### src/rtl/sync_pkg.sv
// rtl/sync_pkg.sv - shared state encodings and counter sizing for the bus synchronizer
package sync_pkg;

  typedef enum logic [1:0] {
    ST_IDLE = 2'd0,
    ST_HOLD = 2'd1,
    ST_GAP  = 2'd2
  } sync_state_t;

  // Counter holds at most max(hold,gap)-1; keep one bit even when both phases are 1 cycle.
  function automatic int cnt_width(input int hold_cycles, input int gap_cycles);
    int m;
    m = (hold_cycles > gap_cycles) ? hold_cycles : gap_cycles;
    return (m <= 1) ? 1 : $clog2(m);
  endfunction

endpackage

### src/rtl/bus_sync_tx.sv
// rtl/bus_sync_tx.sv - launches words as a stable bus plus a held level enable for a destination synchronizer
module bus_sync_tx
  import sync_pkg::*;
#(
  parameter int BUS_WIDTH   = 8,
  parameter int HOLD_CYCLES = 4,
  parameter int GAP_CYCLES  = 2
) (
  input  logic                 i_CLK,
  input  logic                 i_RST,
  input  logic [BUS_WIDTH-1:0] i_data,
  input  logic                 i_valid,
  output logic                 o_ready,
  output logic [BUS_WIDTH-1:0] o_unsync_bus,
  output logic                 o_bus_enable,
  output logic                 o_busy
);

  localparam int CW = cnt_width(HOLD_CYCLES, GAP_CYCLES);
  localparam logic [CW-1:0] HOLD_LOAD = CW'(HOLD_CYCLES - 1);
  localparam logic [CW-1:0] GAP_LOAD  = CW'(GAP_CYCLES - 1);

  sync_state_t          state_q, state_d;
  logic [CW-1:0]        cnt_q, cnt_d;
  logic                 pend_valid_q, pend_valid_d;
  logic [BUS_WIDTH-1:0] pend_data_q, pend_data_d;
  logic [BUS_WIDTH-1:0] bus_q, bus_d;
  logic                 en_q, en_d;
  logic                 accept;

  assign accept = i_valid & ~pend_valid_q;

  always_ff @(posedge i_CLK or negedge i_RST) begin
    if (!i_RST) begin
      state_q      <= ST_IDLE;
      cnt_q        <= '0;
      pend_valid_q <= 1'b0;
      pend_data_q  <= '0;
      bus_q        <= '0;
      en_q         <= 1'b0;
    end else begin
      state_q      <= state_d;
      cnt_q        <= cnt_d;
      pend_valid_q <= pend_valid_d;
      pend_data_q  <= pend_data_d;
      bus_q        <= bus_d;
      en_q         <= en_d;
    end
  end

  always_comb begin
    state_d      = state_q;
    cnt_d        = cnt_q;
    pend_valid_d = pend_valid_q;
    pend_data_d  = pend_data_q;
    bus_d        = bus_q;
    en_d         = en_q;
    case (state_q)
      ST_IDLE: begin
        if (accept) begin
          bus_d   = i_data;
          en_d    = 1'b1;
          cnt_d   = HOLD_LOAD;
          state_d = ST_HOLD;
        end
      end
      ST_HOLD: begin
        if (accept) begin
          pend_data_d  = i_data;
          pend_valid_d = 1'b1;
        end
        if (cnt_q == '0) begin
          en_d    = 1'b0;
          cnt_d   = GAP_LOAD;
          state_d = ST_GAP;
        end else begin
          cnt_d = cnt_q - CW'(1);
        end
      end
      ST_GAP: begin
        if (cnt_q != '0) begin
          cnt_d = cnt_q - CW'(1);
          if (accept) begin
            pend_data_d  = i_data;
            pend_valid_d = 1'b1;
          end
        end else if (pend_valid_q) begin
          // Queued word goes out exactly GAP_CYCLES after the previous enable fell.
          bus_d        = pend_data_q;
          en_d         = 1'b1;
          cnt_d        = HOLD_LOAD;
          pend_valid_d = 1'b0;
          state_d      = ST_HOLD;
        end else if (accept) begin
          bus_d   = i_data;
          en_d    = 1'b1;
          cnt_d   = HOLD_LOAD;
          state_d = ST_HOLD;
        end else begin
          state_d = ST_IDLE;
        end
      end
      default: begin
        state_d = ST_IDLE;
        en_d    = 1'b0;
        cnt_d   = '0;
      end
    endcase
  end

  assign o_unsync_bus = bus_q;
  assign o_bus_enable = en_q;
  assign o_ready      = ~pend_valid_q;
  assign o_busy       = (state_q != ST_IDLE);

endmodule

### config.mk
export PLATFORM = sky130hd
export DESIGN_NAME = bus_sync_tx
export DESIGN_NICKNAME = d
export VERILOG_FILES = /design/src/rtl/sync_pkg.sv /design/src/rtl/bus_sync_tx.sv
export SDC_FILE = /design/constraint.sdc
export NUM_CORES = 1
export LEC_CHECK = 0
export CAP_MARGIN = 5
export CORE_MARGIN = 1.5
export CORE_UTILIZATION = 50
export CTS_CLUSTER_SIZE = 12
export DETAILED_ROUTE_END_ITERATION = 16
export GPL_TIMING_DRIVEN = 0
export PLACE_DENSITY = 0.78
export SKIP_CTS_REPAIR_TIMING = 1
export SYNTH_ARGS = -nofsm -noshare
export SYNTH_HDL_FRONTEND = slang
export SYNTH_SLANG_ARGS = --single-unit
### constraint.sdc
create_clock -name i_CLK -period 4.6 [get_ports i_CLK]
set_clock_uncertainty 0.2 [all_clocks]
set_input_delay 0.92 -clock i_CLK [delete_from_list [all_inputs] [get_ports i_CLK]]
set_output_delay 0.92 -clock i_CLK [all_outputs]
set_load 0.1 [all_outputs]
* After elaboration in Yosys (flattened, before gate mapping)
Index checks and enable logic that the tools add are counted.
W data, S select, Z words.
** Operators by class
- Add/subtract/negate cells :: 1
- Equality and inequality tests :: 6
- Multiplexer cells :: 26
- Bitwise logic cells :: 2
- Reduce and logical (&&, ||, !) cells :: 10
** Operators by type and width (number)
- $mux W8 :: 5
- $pmux W8 S2 :: 2
- $mux W2 :: 7
- $pmux W2 S3 :: 2
- $mux W1 :: 8
- $ne A2 B2 Y1 const B :: 4
- $reduce_bool A2 Y1 :: 4
- $reduce_and A2 Y1 :: 3
- $logic_not A2 Y1 :: 2
- $pmux W1 S3 :: 1
- $reduce_and A3 Y1 :: 1
- $eq A2 B1 Y1 const B :: 1
- $eq A2 B2 Y1 const B :: 1
- $pmux W1 S2 :: 1
- $sub A2 B1 Y2 const B :: 1
- $and A1 B1 Y1 :: 1
- $not A1 Y1 :: 1
** Storage, ports and cells
- Flip-flop bits (word level) :: 22
- Bits of input ports :: 11
- Output and inout port bits :: 11
- Word-level logic and storage cells :: 51

* Logic depth before layout (Yosys ltp)
Gate-level depths: netlist of the first run.
- Depth in word-level cells :: 6
- Mapped depth :: 7
- Gate-level depth less buffers :: 6

* Worst setup path after synthesis of the first run
OpenSTA, ideal clock, no wires.
- Kind :: register to output
- From :: register state_q[0]
- To :: output o_busy
- Data arrival time :: 1.365 ns
- Data required time :: 3.480 ns
- Slack :: 2.115 ns
- Cell stages (with the launch flop) :: 4
- Buffers on the path :: 0
- Cell sequence :: dfrtp_1 inv_1 ha_1 inv_1
** On the way
- Word-level cells in the longest chain between the ends :: 1
** Ends and longest elaborated chain
- start, declared :: line bus_sync_tx.sv:23 : sync_state_t state_q, state_d;
- start signal, assigned :: line bus_sync_tx.sv:42 : state_q <= state_d;
- $reduce_bool A2 Y1 :: line bus_sync_tx.sv:114 : assign o_busy = (state_q != ST_IDLE);
- end, declared :: line bus_sync_tx.sv:16 : output logic o_busy
Every way passes these cells.

* Worst setup path in the final report of the first run
Same ends and word-level chain as after synthesis.

==> metrics.yaml, run 1 <==
yosys:
  synth-edff-count: 0
  synthCells: 92
  synth_top_area_cell: "dfrtp_1"
  ys_async_sr_fraction_pct: 100
  avgSynthCellArea_sq_um: 11.8
  synth_top_area_share_pct: 50.6
  yosysSeqAreaShare_pct: 50.6
  synth.most_common_cell: "dfrtp_1"
  syn_nets: 107
  synthTopCellsByArea: "dfrtp_1 (51%), mux2_2 (8.3%), a2bb2oi_1 (5.6%)"
  synth_seq_cells: 22
  synthFlopType: "dfrtp_1"
  yosys-top-cells-count: "dfrtp_1 (22), o22ai_1 (9), mux2_2 (8)"
  ys_warn_count: 0
  ys_types: 28
  synthesis.area_sq_um: 1090
place:
  gp_congestion: 0.831
  port_buffers: 21
  dp_hpwl_um: 1550
sta:
  relSlewSlack_pct: 34.8
  rsz0062_at_grt: "false"
  drv_slew: 0
  finalHoldViolations: 0
  setup_tns_ns: 0
  layout_min_cycle_time_ns: 3.62
  setup_viol: 0
  timing.fmax_mhz: 277
  tightest_slew_ns: 0.974
  min_period_over_period_pct: 78.6
  whs_ns: 0.323
floorplanning:
  ios: 22
  fp-row-count: 16
  die_h_um: 49.6
  die_x_um: 49.6
  initial_core_util_pct: 54.3
  coreArea_sq_um: 2000
  dieArea_sq_um: 2460
setup_path:
  end_kind: "output pin"
  cp_common_cell: "inv_1"
  critical_path_peak_fanout: 8
  critical_path_class: "reg -> out"
  critPathTopFamily: "buffers and inverters"
  cpMaxStageDelayCell: "clkdlybuf4s50_1"
  critPathBufInv: 3
  cp-start-kind: "register"
  cpPeakStageDelay_ns: 1.15
  crit_chain: "inv_1 -> ha_1 -> inv_1 -> clkdlybuf4s50_1"
  crit_arrival_ns: 2.50
  required_ns: 3.48
detailed_routing:
  vias: 824
  drt_pre_antenna_iters: 6
  wl_per_cell_um: 15.6
  drc: 0
  viasPerCell: 5.72
  drt_iter0_drc: 15
  wirelength_um: 2250
  antenna_left: 0
global_route:
  grt_pass1_vias: 856
  grt_max_degree: 23
  antenna_found_initial: 0
  grt-ovfl-total: 0
  grt_pass1_wl_um: 3840
  gr-usage-all-layers_pct: 20.7
finish:
  antenna_cells: 0
  area.growth.synth_to_final_pct: 27.3
  fin_nets: 133
  layout-drive-gt1-share_pct: 17.9
  utilization_pct: 69.1
clocking:
  cts_made_buffers: 3
  htree_levels: 1
  clockBufferDepth: 2
  clkSinkCount: 22
  clk_pin_slew_ns: 0.12
  clkLatencyLatePin_ns: 0.31
  cts_tree: "built"
  root_buffer: "clkbuf_4"
worst_hold_path:
  hold_path.class: "reg -> reg"
run:
  maxCapViolCount: 0
outcome:
  status: "completed"
[cells in the final DEF (no fill, tap or decap), drive strengths merged, types with 2 or more instances in the layout]
master         count
nor2               6
o22a               3
clkbuf             4
buf                2
ha                 4
clkdlybuf4s50     21
o21ai              4
nand2b             2
a21oi              6
mux2               8
nand2              3
a2bb2oi            7
inv                5
o22ai              9
dfrtp             22
[final timing paths]
path,startpoint,to,slack [ns],cells past startpoint
setup / recovery,state_q[0],o_busy,0.98,4
hold / removal,pend_data_q[4],pend_data_q[4],0.32,1
setup reg to reg,state_q[0],pend_data_q[3],2.27,6
hold reg to reg,pend_data_q[4],pend_data_q[4],0.32,1
max in group asynchronous,i_RST,o_bus_enable,2.68,1
min in group asynchronous,i_RST,o_unsync_bus[5],0.92,1
[state kept, by name, indices dropped and copies added, names as in the netlist]
register      cells
pend_valid_q      1
state_q           2
pend_data_q       8
o_bus_enable      1
cnt_q             2
o_unsync_bus      8
[area by class of cell]
type,instances,area [sq um]
Inverter,5,18.8
Fill cell,146,618
Buffer,3,20.0
Clock inverter,1,30.0
Sequential cell,22,551
Clock buffer,3,22.5
Multi-Input combinational cell,62,498
Timing Repair Buffer,21,210
Tap cell,27,33.8
[cell families (layout without fill, tap and decap cells)]
logic type,Yosys count,count (layout),share of synthesized area [%]
AOI/OAI and AO/OA,35,35,23.8
DFF,22,22,50.6
and+or+nand+nor,15,15,9.09
muxes,8,8,8.29
buffers and inverters,8,33,3.57
adders and majority gates,4,4,4.60
[through the flow]
| stage | instance area, sq um | setup slack, ns | std cells |
|---|---|---|---|
| 2_1_floorplan | 1090 | 2.11 | 92 |
| 3_3_place_gp | 1330 | 1.41 | 140 |
| 3_5_place_dp | 1330 | 1.38 | 140 |
| 4_1_cts | 1380 | 0.995 | 144 |
| 5_1_grt | 1380 | 0.937 | 144 |
| 6_report | 1380 | 0.985 | 144 |
[per-layer routing]
layer / wire length, um / part of all wire (%) / vias up / track usage [%]
met5: 0 / 0 / - / 0
met1: 1080 / 48 / 407 / 28.0
met4: 44 / 2.0 / 0 / 9.72
met3: 74 / 3.3 / 4 / 2.73
met2: 1050 / 47 / 18 / 32.9
li1: - / - / 395 / -
Power of run 1 is left out: the tool's default activity adds up to more than one toggle a clock period on the data nets, which glitch-free logic cannot reach.
==> run 2: changes to the inputs <==
- CORE_UTILIZATION: 50 -> 49
- PLACE_DENSITY: 0.78 -> 0.77
- clock period: 4.6 -> 3.5 ns (I/O delays scaled with it)
==> run 2 against run 1 <==
Effect of this change:
- sequential cell count unchanged
- via count decreased by 1.9%
- final cell count stayed put
- critical path type unchanged
- hold slack improved by 0.0012 ns
- register-to-register slack worse by 1.1 ns
- non-clock buffer count unchanged
- sequential share of layout area unchanged
- critical path depth unchanged
- core utilization down 0.68 points
==> metrics.yaml, run 2 (synthesis gave the netlist of run 1 again) <==
outcome:
  status: "completed"
clocking:
  clkLatencyLatePin_ns: 0.30
  root_buffer: "clkbuf_4"
  clk_pin_slew_ns: 0.11
  htree_levels: 1
  cts_made_buffers: 3
  clockBufferDepth: 2
  clkSinkCount: 22
  cts_tree: "built"
setup_path:
  crit_start: "state_q[0]"
  critical_path_class: "reg -> out"
  worstRegToRegCells: 6
  cp_common_cell: "inv_1"
  required_ns: 2.60
  cp-start-kind: "register"
  crit_arrival_ns: 2.45
  cpPeakStageDelay_ns: 1.15
  cpMaxStageDelayCell: "clkdlybuf4s50_1"
  crit_chain: "inv_1 -> ha_1 -> inv_1 -> clkdlybuf4s50_1"
  critical_path_peak_fanout: 8
  critPathTopFamily: "buffers and inverters"
  end_kind: "output pin"
  critPathBufInv: 3
  r2r_end: "pend_data_q[3]"
  rrSetupSlack_ns: 1.14
  rr_startpoint: "state_q[0]"
floorplanning:
  ios: 22
  coreArea_sq_um: 2020
  fp-row-count: 16
  die_x_um: 50.1
  die_h_um: 50.1
  dieArea_sq_um: 2510
  initial_core_util_pct: 53.8
worst_hold_path:
  hold_path.class: "reg -> reg"
  hold_start: "pend_data_q[2]"
  min_to: "pend_data_q[2]"
  worstHoldPathCells: 1
global_route:
  gr-usage-all-layers_pct: 19.9
  grt_pass1_wl_um: 3730
  antenna_found_initial: 0
  grt_max_degree: 23
  grt-ovfl-total: 0
  grt_pass1_vias: 814
detailed_routing:
  wirelength_um: 2140
  drc: 0
  vias: 808
  viasPerCell: 5.61
  drt_iter0_drc: 27
  wl_per_cell_um: 14.9
  drt_pre_antenna_iters: 4
  antenna_left: 0
sta:
  setup_viol: 0
  timing.fmax_mhz: 299
  whs_ns: 0.324
  relSlewSlack_pct: 35.1
  rsz0062_at_grt: "false"
  tightest_slew_ns: 0.971
  drv_slew: 0
  layout_min_cycle_time_ns: 3.35
  setup_tns_ns: 0
  min_period_over_period_pct: 95.7
  finalHoldViolations: 0
finish:
  final_common_cell: "dfrtp_1"
  fill_cells: 157
  multiInputGateArea_sq_um: 498
  fin_nets: 133
  seqCellArea_sq_um: 551
  layout-drive-gt1-share_pct: 17.9
  antenna_cells: 0
  area.growth.synth_to_final_pct: 27.3
  most-common-layout-cells: "dfrtp_1 (22), clkdlybuf4s50_1 (21), o22ai_1 (9), mux2_2 (8), a2bb2oi_1 (7)"
place:
  port_buffers: 21
  gp_congestion: 0.855
  dp_hpwl_um: 1500
run:
  maxCapViolCount: 0
run 2: cell counts in the layout (fill, tap and decap cells not counted):
No cell type changed its count.
run 2: metal layers:
metal | wire [um] | up-vias | global-route usage [%] | share of wire [%]
li1 | - | 392 | - | -
met1 | 993 | 396 | 28.3 | 46
met2 | 1060 | 18 | 31.8 | 49
met3 | 80 | 2 | 3.64 | 3.7
met4 | 7 | 0 | 4.17 | 0.33
met5 | 0 | - | 0 | 0
run 2: per-stage QoR:
stage / setup WS [ns] / std cells / instance area, sq um / utilization (%)
finish: 0.152 / 144 / 1380 / 68.4
global route: 0.0604 / 144 / 1380 / 68.4
CTS: 0.146 / 144 / 1380 / 68.4
detailed placement: 0.515 / 140 / 1330 / 65.8
global placement: 0.533 / 140 / 1330 / 65.8
floorplan: 1.09 / 92 / 1090 / -
run 2: worst reg2reg max path, cell delays in order (launching register included):
cell and delay [ns]:
dfrtp_1 0.45, inv_1 0.09, ha_1 0.22, buf_6 0.14, nor3b_4 0.16, nor3_2 0.60
mux2_2 0.42
run 2: cell type report:
cell class	instances	share of cell area (%)
Inverter	5	1.36
Clock buffer	3	1.63
Sequential cell	22	39.8
Multi-Input combinational cell	62	36.0
Clock inverter	1	2.17
Buffer	3	1.45
Timing Repair Buffer	21	15.2
Tap cell	27	2.44
run 2: worst max-delay path by stage:
stage,endpoint,slack [ns],cells past startpoint
final,o_busy,0.15,4
after global routing,o_busy,0.06,4
after CTS,o_busy,0.15,4
after detailed placement,o_busy,0.51,4
after global placement,o_busy,0.53,4
after floorplan,o_unsync_bus[6],1.09,6
Power of run 2 is left out for the same reason.
